File: src/rtl/timer_pkg.sv
// Shared constants and helpers for the BCD timer display.
//   SEG_0..SEG_9 / SEG_BLANK : active-low 7-segment patterns, bit 6 = a .. bit 0 = g
//   AN_OFF                    : all anodes released (common-anode, active-low)
//   BCD_MAX                   : largest legal BCD digit
//   seg_decode()              : BCD digit to segment pattern, non-BCD codes go blank
//   bcd_sat()                 : clamps a nibble to 0..9
package timer_pkg;

  localparam logic [6:0] SEG_0     = 7'h01;
  localparam logic [6:0] SEG_1     = 7'h4F;
  localparam logic [6:0] SEG_2     = 7'h12;
  localparam logic [6:0] SEG_3     = 7'h06;
  localparam logic [6:0] SEG_4     = 7'h4C;
  localparam logic [6:0] SEG_5     = 7'h24;
  localparam logic [6:0] SEG_6     = 7'h20;
  localparam logic [6:0] SEG_7     = 7'h0F;
  localparam logic [6:0] SEG_8     = 7'h00;
  localparam logic [6:0] SEG_9     = 7'h04;
  localparam logic [6:0] SEG_BLANK = 7'h7F;

  localparam logic [7:0] AN_OFF  = 8'hFF;
  localparam logic [3:0] BCD_MAX = 4'd9;

  function automatic logic [6:0] seg_decode(input logic [3:0] d);
    case (d)
      4'd0:    return SEG_0;
      4'd1:    return SEG_1;
      4'd2:    return SEG_2;
      4'd3:    return SEG_3;
      4'd4:    return SEG_4;
      4'd5:    return SEG_5;
      4'd6:    return SEG_6;
      4'd7:    return SEG_7;
      4'd8:    return SEG_8;
      4'd9:    return SEG_9;
      default: return SEG_BLANK;
    endcase
  endfunction

  function automatic logic [3:0] bcd_sat(input logic [3:0] d);
    return (d > BCD_MAX) ? BCD_MAX : d;
  endfunction

endpackage

File: src/rtl/bcd_timer_display_if.sv
// Board-side bundle of the BCD timer display.
//   master : drives en, up_down, load, load_val; observes count, wrap, seg, an
//   slave  : the timer itself
//   en        1 = prescaler runs
//   up_down   1 = count up, 0 = count down
//   load      synchronous load strobe, load_val nibble i = digit i
//   count     current BCD count, wrap one-cycle wrap-around pulse
//   seg / an  active-low segment and anode drives
interface bcd_timer_display_if #(
  parameter int DIGITS = 4
);
  logic                  en;
  logic                  up_down;
  logic                  load;
  logic [4*DIGITS-1:0]   load_val;
  logic [4*DIGITS-1:0]   count;
  logic                  wrap;
  logic [6:0]            seg;
  logic [7:0]            an;

  modport master (
    output en, up_down, load, load_val,
    input  count, wrap, seg, an
  );

  modport slave (
    input  en, up_down, load, load_val,
    output count, wrap, seg, an
  );
endinterface

File: src/rtl/bcd_digit.sv
// One BCD digit of the timer chain.
//   clk, reset  clock and asynchronous active-low reset
//   load        take load_nib (clamped to 9), overrides stepping
//   load_nib    digit load value
//   step        count-step strobe from the prescaler
//   up_down     1 = increment, 0 = decrement
//   cin         carry (up) / borrow (down) from all lower digits
//   digit       current value
//   cout        carry/borrow into the next digit
module bcd_digit
  import timer_pkg::*;
(
  input  logic       clk,
  input  logic       reset,
  input  logic       load,
  input  logic [3:0] load_nib,
  input  logic       step,
  input  logic       up_down,
  input  logic       cin,
  output logic [3:0] digit,
  output logic       cout
);

  // Ripple passes through only when this digit is about to roll over.
  assign cout = cin & (up_down ? (digit == BCD_MAX) : (digit == 4'd0));

  always_ff @(posedge clk or negedge reset) begin
    if (!reset) begin
      digit <= 4'd0;
    end else if (load) begin
      digit <= bcd_sat(load_nib);
    end else if (step && cin) begin
      if (up_down) digit <= (digit == BCD_MAX) ? 4'd0 : digit + 4'd1;
      else         digit <= (digit == 4'd0) ? BCD_MAX : digit - 4'd1;
    end
  end

endmodule

File: src/rtl/bcd_timer_display.sv
// N-digit BCD up/down timer with tick prescaler and multiplexed
// 7-segment driver for an 8-digit common-anode display.
//   clk    system clock, rising edge
//   reset  asynchronous, active-low
//   bus    bcd_timer_display_if.slave (en, up_down, load, load_val,
//          count, wrap, seg, an)
// Optional build macro LEADING_ZERO_BLANK_EN: blanks zero digits that
// have only zeros above them (digit 0 is always shown).
module bcd_timer_display
  import timer_pkg::*;
#(
  parameter int DIGITS    = 4,
  parameter int TICK_DIV  = 25000000,
  parameter int SCAN_BITS = 18
) (
  input  logic                 clk,
  input  logic                 reset,
  bcd_timer_display_if.slave   bus
);

  if (DIGITS < 1 || DIGITS > 8) begin : g_bad_digits
    $error("bcd_timer_display: DIGITS must be in 1..8");
  end
  if (TICK_DIV < 2) begin : g_bad_div
    $error("bcd_timer_display: TICK_DIV must be >= 2");
  end
  if (SCAN_BITS < 3) begin : g_bad_scan
    $error("bcd_timer_display: SCAN_BITS must be >= 3");
  end

  localparam int             PW         = $clog2(TICK_DIV);
  localparam logic [PW-1:0]  PRESC_LAST = PW'(TICK_DIV - 1);

  logic [PW-1:0]        presc;
  logic                 step;
  logic [DIGITS:0]      carry;
  logic [3:0]           digit [DIGITS];
  logic [4*DIGITS-1:0]  count_flat;
  logic                 wrap_q;
  logic [SCAN_BITS-1:0] scan_p0;
  logic [2:0]           slot_p0;
  logic [3:0]           sel_digit;
  logic                 sel_blank;
  logic [6:0]           seg_p1;
  logic [7:0]           an_p1;

  // Load wins over a coincident tick, so the tick is suppressed here.
  assign step     = bus.en & ~bus.load & (presc == PRESC_LAST);
  assign carry[0] = 1'b1;

  always_ff @(posedge clk or negedge reset) begin
    if (!reset)           presc <= '0;
    else if (bus.load)    presc <= '0;
    else if (bus.en)      presc <= (presc == PRESC_LAST) ? '0 : presc + PW'(1);
  end

  for (genvar g = 0; g < DIGITS; g++) begin : g_digit
    bcd_digit u_digit (
      .clk      (clk),
      .reset    (reset),
      .load     (bus.load),
      .load_nib (bus.load_val[4*g +: 4]),
      .step     (step),
      .up_down  (bus.up_down),
      .cin      (carry[g]),
      .digit    (digit[g]),
      .cout     (carry[g+1])
    );
    assign count_flat[4*g +: 4] = digit[g];
  end

  // A carry out of the top digit on a step edge is exactly a wrap-around.
  always_ff @(posedge clk or negedge reset) begin
    if (!reset) wrap_q <= 1'b0;
    else        wrap_q <= step & carry[DIGITS];
  end

  // Stage p0: free-running scan counter, slot from its top three bits
  always_ff @(posedge clk or negedge reset) begin
    if (!reset) scan_p0 <= '0;
    else        scan_p0 <= scan_p0 + SCAN_BITS'(1);
  end

  assign slot_p0 = scan_p0[SCAN_BITS-1 -: 3];

  always_comb begin
    sel_digit = 4'd0;
    for (int i = 0; i < DIGITS; i++) begin
      if (slot_p0 == 3'(i)) sel_digit = digit[i];
    end
  end

`ifdef LEADING_ZERO_BLANK_EN
  logic [DIGITS-1:0] lead_zero;
  logic              above_zero;

  // Walk from the top digit down; a digit is a leading zero while every
  // digit above it is also zero. Digit 0 is excluded so "0" stays visible.
  always_comb begin
    above_zero = 1'b1;
    lead_zero  = '0;
    for (int i = DIGITS - 1; i >= 0; i--) begin
      above_zero   = above_zero & (digit[i] == 4'd0);
      lead_zero[i] = above_zero & (i != 0);
    end
  end

  always_comb begin
    sel_blank = 1'b0;
    for (int i = 0; i < DIGITS; i++) begin
      if (slot_p0 == 3'(i)) sel_blank = lead_zero[i];
    end
  end
`else
  assign sel_blank = 1'b0;
`endif

  // Stage p1: registered anode/segment drive, one clock behind the scan
  always_ff @(posedge clk or negedge reset) begin
    if (!reset) begin
      an_p1  <= AN_OFF;
      seg_p1 <= SEG_BLANK;
    end else if (int'(slot_p0) < DIGITS) begin
      an_p1  <= ~(8'b1 << slot_p0);
      seg_p1 <= sel_blank ? SEG_BLANK : seg_decode(sel_digit);
    end else begin
      an_p1  <= AN_OFF;
      seg_p1 <= SEG_BLANK;
    end
  end

  assign bus.count = count_flat;
  assign bus.wrap  = wrap_q;
  assign bus.seg   = seg_p1;
  assign bus.an    = an_p1;

endmodule

File: src/flat_wrapper.sv
// flat-port wrapper written by rule: the top's interface ports become plain ports
module bcd_timer_display_flat import timer_pkg::*;
#(
  parameter int DIGITS    = 4,
  parameter int TICK_DIV  = 25000000,
  parameter int SCAN_BITS = 18
)
  (clk, reset, bus_en, bus_up_down, bus_load, bus_load_val, bus_count, bus_wrap, bus_seg, bus_an);
  bcd_timer_display_if #(.DIGITS(DIGITS)) bus_i ();
  input  logic clk;
  input  logic reset;
  input wire logic [$bits(bus_i.en)-1:0] bus_en;
  input wire logic [$bits(bus_i.up_down)-1:0] bus_up_down;
  input wire logic [$bits(bus_i.load)-1:0] bus_load;
  input wire logic [$bits(bus_i.load_val)-1:0] bus_load_val;
  output wire logic [$bits(bus_i.count)-1:0] bus_count;
  output wire logic [$bits(bus_i.wrap)-1:0] bus_wrap;
  output wire logic [$bits(bus_i.seg)-1:0] bus_seg;
  output wire logic [$bits(bus_i.an)-1:0] bus_an;
  assign bus_i.en = bus_en;
  assign bus_i.up_down = bus_up_down;
  assign bus_i.load = bus_load;
  assign bus_i.load_val = bus_load_val;
  assign bus_count = bus_i.count;
  assign bus_wrap = bus_i.wrap;
  assign bus_seg = bus_i.seg;
  assign bus_an = bus_i.an;
  bcd_timer_display #(.DIGITS(DIGITS), .TICK_DIV(TICK_DIV), .SCAN_BITS(SCAN_BITS)) u_core (.clk(clk), .reset(reset), .bus(bus_i));
endmodule
File: config.mk
export PLATFORM = sky130hd
export DESIGN_NAME = bcd_timer_display_flat
export DESIGN_NICKNAME = d
export VERILOG_FILES = /design/src/rtl/timer_pkg.sv /design/src/rtl/bcd_timer_display_if.sv /design/src/rtl/bcd_digit.sv /design/src/rtl/bcd_timer_display.sv /design/src/flat_wrapper.sv
export SDC_FILE = /design/constraint.sdc
export NUM_CORES = 1
export LEC_CHECK = 0
export BUFFER_PORTS_ARGS = -buffer_cell sky130_fd_sc_hd__buf_4
export CAP_MARGIN = 10
export CORE_ASPECT_RATIO = 0.6
export CORE_MARGIN = 3
export CORE_UTILIZATION = 53
export CTS_CLUSTER_SIZE = 20
export DETAILED_ROUTE_END_ITERATION = 12
export PLACE_DENSITY = 0.85
export SLEW_MARGIN = 20
export SYNTH_ARGS = -nofsm -noshare
export SYNTH_HDL_FRONTEND = slang
export SYNTH_SLANG_ARGS = --single-unit
File: constraint.sdc
create_clock -name clk -period 2.7 [get_ports clk]
set_clock_uncertainty 0.2 [all_clocks]
set_input_delay 0.27 -clock clk [delete_from_list [all_inputs] [get_ports clk]]
set_output_delay 0.27 -clock clk [all_outputs]
set_load 0.1 [all_outputs]
**Word level (Yosys, flattened, before mapping)**

Memories as Yosys holds them, arrays and structs flattened.
Index checks and enable logic that the tools add are counted.

- Register bits after elaboration: 75
- Bits in read-only memories: 112
- Input bits: 21
- Output and inout bits: 32
- Logic and storage cells: 92
- Memories kept: 1

Memory list:

| name | depth | bits a word | read ports | clocked after memory_dff | write ports | line | source |
|---|---|---|---|---|---|---|---|
| (name not given) | 16 | 7 | 1 | 0 | 0 | timer_pkg.sv:25 | `case (d)` |

- $add $sub $neg: 10
- Magnitude comparators: 5
- Eq/ne operators: 8
- Shift-type cells: 1
- Multiplexer cells: 37
- Bitwise operators: 8
- Reduce and logical (&&, ||, !) cells: 13

Operator list:

| cell | number |
|---|---|
| two-way mux 4 bit | 28 |
| two-way mux 25 bit | 3 |
| adder 25 x 1 -> 25 bit, second input constant | 1 |
| == test 25 bit, second input constant | 1 |
| adder 18 x 1 -> 18 bit, second input constant | 1 |
| adder 4 x 1 -> 4 bit, second input constant | 4 |
| == test 4 bit, second input constant | 4 |
| > comparator 4 bit, second input constant | 4 |
| zero test 4 bit | 4 |
| subtractor 4 x 1 -> 4 bit, second input constant | 4 |
| nonzero test 2 bit | 5 |
| two-way mux 8 bit | 1 |
| NOT 8 bit | 1 |
| left shift 1 x 3 -> 8 bit, first input constant | 1 |
| two-way mux 7 bit | 1 |
| bitwise AND 1 bit | 6 |
| == test 3 x 2 -> 1 bit, second input constant | 2 |
| two-way mux 1 bit | 4 |
| == test 3 x 1 -> 1 bit, second input constant | 1 |
| logical AND 1 bit | 3 |
| zero test 3 bit | 1 |
| < comparator 3 bit, second input constant | 1 |
| NOT 1 bit | 1 |

**Depth between registers and ports, before layout**

- Depth after elaboration: 7
- Depth in mapped cells: 9
- Gate-level depth less buffers: 8

**Modules after synthesis**

From an unflattened synthesis, not the netlist that was laid out.

- Cells, all modules: 478
- Area, all modules: 4525.6 um2

Modules (own cells, without submodules):

| module | instances | cells each | area each (um2) | sequential area each (um2) |
|---|---|---|---|---|
| bcd_timer_display | 1 | 290 | 3004.1 | 1495.2 |
| bcd_digit | 4 | 47 | 380.4 | 100.1 |

**Worst setup path after synthesis**

OpenSTA, ideal clock, no wires.

- Kind: register to register
- Start: reg u_core.g_digit[0].u_digit.digit[3]
- End: reg u_core.g_digit[2].u_digit.digit[2]
- Setup time: 83 ps
- Data arrival time: 2625 ps
- Data required time: 2417 ps
- Path slack: -208 ps
- Stages on the path, launching flop included: 7
- Buffers on the path: 1
- Clock period less this slack: 2908 ps
- Path through: dfrtp_1 clkbuf_1 and3_1 o21ai_0 nor4_4 mux2_4 o22ai_1

- Cells in the longest elaborated chain, start to end: 5
- Elaborated cells between the ends (all ways): 6
- Those cells by class: eq/ne (1); mux (1); bitwise (1); reduce/logical (3)

RTL lines:

| element | line | source |
|---|---|---|
| start: declaration | bcd_digit.sv:20 | `output logic [3:0] digit,` |
| start signal: assignment | bcd_digit.sv:31 | `digit <= bcd_sat(load_nib);` |
| start signal: assignment | bcd_digit.sv:33 | `if (up_down) digit <= (digit == BCD_MAX) ? 4'd0 : digit + 4'd1;` |
| start signal: assignment | bcd_digit.sv:34 | `else digit <= (digit == 4'd0) ? BCD_MAX : digit - 4'd1;` |
| == test 4 bit or zero test 4 bit (tied branches) | bcd_digit.sv:25 | `assign cout = cin & (up_down ? (digit == BCD_MAX) : (digit == 4'd0));` |
| two-way mux 1 bit * | bcd_digit.sv:25 |  |
| bitwise AND 1 bit * | bcd_digit.sv:25 |  |
| logical AND 1 bit * | bcd_digit.sv:32 | `end else if (step && cin) begin` |
| nonzero test 2 bit (no line) * | - |  |
| end signal: assignment | bcd_digit.sv:31 |  |
| end signal: assignment | bcd_digit.sv:33 |  |
| end signal: assignment | bcd_digit.sv:34 |  |
| end: declaration | bcd_digit.sv:20 |  |

Every way passes the cells marked *; elsewhere a longest branch is shown, timed or not.
A chain may end at the register's enable or synchronous reset.

**Worst setup path after layout**

- Start: reg u_core.presc[6]
- End: reg u_core.g_digit[2].u_digit.digit[2]

- Cells in the longest elaborated chain, start to end: 4

RTL lines:

| element | line | source |
|---|---|---|
| start: declaration | bcd_timer_display.sv:34 | `logic [PW-1:0] presc;` |
| start signal: assignment | bcd_timer_display.sv:54 | `else if (bus.en) presc <= (presc == PRESC_LAST) ? '0 : presc + PW'(1);` |
| == test 25 bit | bcd_timer_display.sv:48 | `assign step = bus.en & ~bus.load & (presc == PRESC_LAST);` |
| bitwise AND 1 bit | bcd_timer_display.sv:48 |  |
| logical AND 1 bit | bcd_digit.sv:32 |  |
| nonzero test 2 bit (no line) | - |  |

No other way between the ends.

==> impl_metrics.yaml <==
clock_network:
  cts_tree: "done"
  clock_latency_ns: 0.33
  postCtsSetupRepairBufs: 0
  root_buffer: "clkbuf_16"
  clock_tree.htree_level_count: 3
  cts_max_path_buffers: 2
  clk_pin_slew_ns: 0.06
  cts_buffers: 9
  cts_sinks: 75
pwr:
  combinationalPowerShare_pct: 23.2
  clockPowerShare_pct: 37.6
  power_mw: 3.22
  peakVddDrop_v: 0.000360
  swShare_pct: 33.5
  p_int_mw: 2.14
  p_leak_nw: 2.37
  power_density_nw_per_um2: 576
  p_switching_mw: 1.08
  pwr-share-seq_pct: 39.2
yosys:
  yosysWarnings: 0
  synth_top_family_by_area: "simple AND/OR/NAND/NOR gates"
  async_flop_share_pct: 100
  synth_mux_area_share_pct: 4.20
  synth-seq-cells: 75
  syn-cell-area_um2: 4680
  synth-xor-area-share_pct: 4.49
  synthFlopType: "dfrtp_1"
  yosysUniqueCellTypes: 73
  synth-edff-count: 0
  seq_area_frac_synth_pct: 40.5
  synthAdderAreaFrac_pct: 2.14
  syn_inst: 505
  avgSynthCellArea_um2: 9.27
  synthSimpleGateAreaFrac_pct: 25.5
  synth_compound_area_share_pct: 18.1
timing:
  timing.setup.tns_ns: 0
  worst_pin_slew_ns: 1.05
  timing.slew.headroom_pct: 29.6
  drv_slew: 0
  post-route-period-util_pct: 93.8
  finalHoldViolCount: 0
  min_period_ns: 2.53
  rsz0062_at_grt: "no"
  setup_violations: 0
  clock.fmax_mhz: 395
  setup_slack_ns: 0.168
global_routing:
  grt_pass1_vias: 4077
  overflow: 0
  grt_use_total_pct: 24.7
  antenna_found_initial: 0
  grt_pass1_wl_mm: 20.2
  grt_max_degree: 71
floorplanning:
  core_area_um2: 8230
  rows: 25
  die_y_um: 78.8
  initial_utilization_pct: 56.9
  die_w_um: 127
  pin_count: 53
  die_area_um2: 10000
critical_path:
  critPathRequiredTime_ns: 2.74
  arrival_ns: 2.58
  end_kind: "flop"
  slowest_stage: "nor4bb_1"
  startpoint_type: "flop"
  slowest_delay_ns: 0.55
  cp_cell_sequence: "nor4bb_1 -> nand3_1 -> nor4_4 -> buf_4 -> mux2_4 -> o22ai_1"
  rrSetupSlack_ns: 0.17
  worstReg2RegEnd: "u_core.g_digit[2].u_digit.digit[2]"
  critical_path_class: "flop to flop"
  r2r_cells: 6
  r2r_start: "u_core.presc[6]"
  critPathMaxFanout: 6
drt:
  routed_wl_mm: 11.9
  drc: 0
  num_vias: 4272
  routedWlPerCell_um: 17.7
  first_iter_violations: 574
  ant_nets: 0
  drtPass1Iterations: 6
  drt-vias-per-instance: 6.36
placed_design:
  dpl.hpwl_mm: 8.16
  place_area_um2: 5200
  place_inst: 648
  port_buffers: 52
  globalplace.congestion: 0.904
  place_ws_ns: 0.156
cells_and_area:
  final_common_cell: "buf_4"
  layout-drive-gt1-share_pct: 23.2
  area_growth_pct: 19.4
  final_cells: 672
  final.fill_count: 617
  antenna_cells: 0
  fin_area_um2: 5590
  final_nets: 588
  layout_common_cells: "buf_4, dfrtp_1, nand2_1, nor2_1, o21ai_0"
status:
  outcome: "finished clean"
hold_path:
  whs_endpoint: "u_core.g_digit[2].u_digit.digit[1]"
  hp-start: "bus_load_val[9]"
  hold_depth: 3
  min_path_type: "primary input to flop"
run:
  drv_cap: 0
synth_stat cells, types with 9 or more instances:
cell	n	area, µm²
dfrtp_1	60	1500
nand2_1	46	173
nor2_1	29	109
clkbuf_1	28	105
o21ai_0	24	120
nand3_1	18	90.1
xnor2_1	17	149
a21oi_1	16	80.1
nor3_1	16	80.1
dfstp_2	15	394
inv_1	14	52.6
nand4_1	12	75.1
o21a_1	11	82.6
nor4_1	10	62.6
and3_1	9	56.3
o31ai_1	9	67.6
worst max path at each step:
stage                     cells past startpoint                            endpoint                               start  slack (ns)
after floorplan                               6  u_core.g_digit[2].u_digit.digit[2]  u_core.g_digit[0].u_digit.digit[2]      -0.002
after global placement                        6  u_core.g_digit[2].u_digit.digit[2]                    u_core.presc[15]        0.19
after detailed placement                      6  u_core.g_digit[2].u_digit.digit[2]                    u_core.presc[15]        0.16
after CTS                                     6  u_core.g_digit[2].u_digit.digit[2]                    u_core.presc[15]        0.12
after global routing                          6  u_core.g_digit[2].u_digit.digit[2]                     u_core.presc[6]        0.03
final                                         6  u_core.g_digit[2].u_digit.digit[2]                     u_core.presc[6]        0.17
stage by stage:
stage | hold WS (ns) | utilization, %
2_1_floorplan | -0.226 | -
3_3_place_gp | 0.254 | 63.2
3_5_place_dp | 0.257 | 63.2
4_1_cts | 0.0161 | 67.8
5_1_grt | 0.0200 | 67.9
6_report | 0.0193 | 67.9
what timing repair did:
action,4_1_cts,5_1_grt
resized for setup,0,1
hold endpoints to repair,69,0
hold buffers,8,0
setup endpoints to repair,0,2
cell type report:
cell class	instances	area, µm²	area share (%)
clock inverters	6	65.1	1.16
repair buffers	78	618	11.1
clock buffers	10	239	4.28
flip-flops and latches	75	1900	34.0
well taps	108	135	2.42
inverters	14	52.6	0.941
multi-input cells	381	2580	46.1
registers in the layout, summed over array words and instances (netlist names):
signal	flops
u_core.g_digit.u_digit.digit	16
u_core.bus.wrap	1
u_core.presc	25
u_core.scan_p0	18
u_core.bus.an	8
u_core.bus.seg	7
worst max-delay path, delay by kind of cell, from the launching register on:
family	cells	cell delay [ns]
compound gates	1	0.12
simple gates	3	1.16
mux	1	0.30
flops	1	0.45
buf+inv	1	0.21
power by group through the flow:
stage          Clock, mW  Combinational [mW]  Sequential, mW
4_1_cts             1.22               0.745            1.26
3_3_place_gp           0               0.712            1.27
6_report            1.21               0.748            1.26
3_5_place_dp           0               0.729            1.28
2_1_floorplan          0               0.265            1.55
5_1_grt             1.28               0.791            1.27
per-layer routing:
layer  routed length, µm  vias up  global-route usage (%)  part of all wire, %
li1                    -     1967                       -                    -
met1                5470     2035                    36.3                   46
met2                5030      246                    36.1                   42
met3                1220       24                    6.05                   10
met4                 191        0                    6.85                  1.6
met5                   0        -                       0                    0
cells by family (layout without fill, tap and decap cells):
| group | Yosys count | after routing |
|---|---|---|
| other cells | 1 | 4 |
| simple gates | 208 | 208 |
| flops | 75 | 75 |
| xor+xnor | 24 | 24 |
| buf+inv | 52 | 108 |
| compound gates | 123 | 123 |
| fa+ha+maj | 8 | 8 |
| mux | 14 | 14 |
Power figures use the tool's default switching activity.
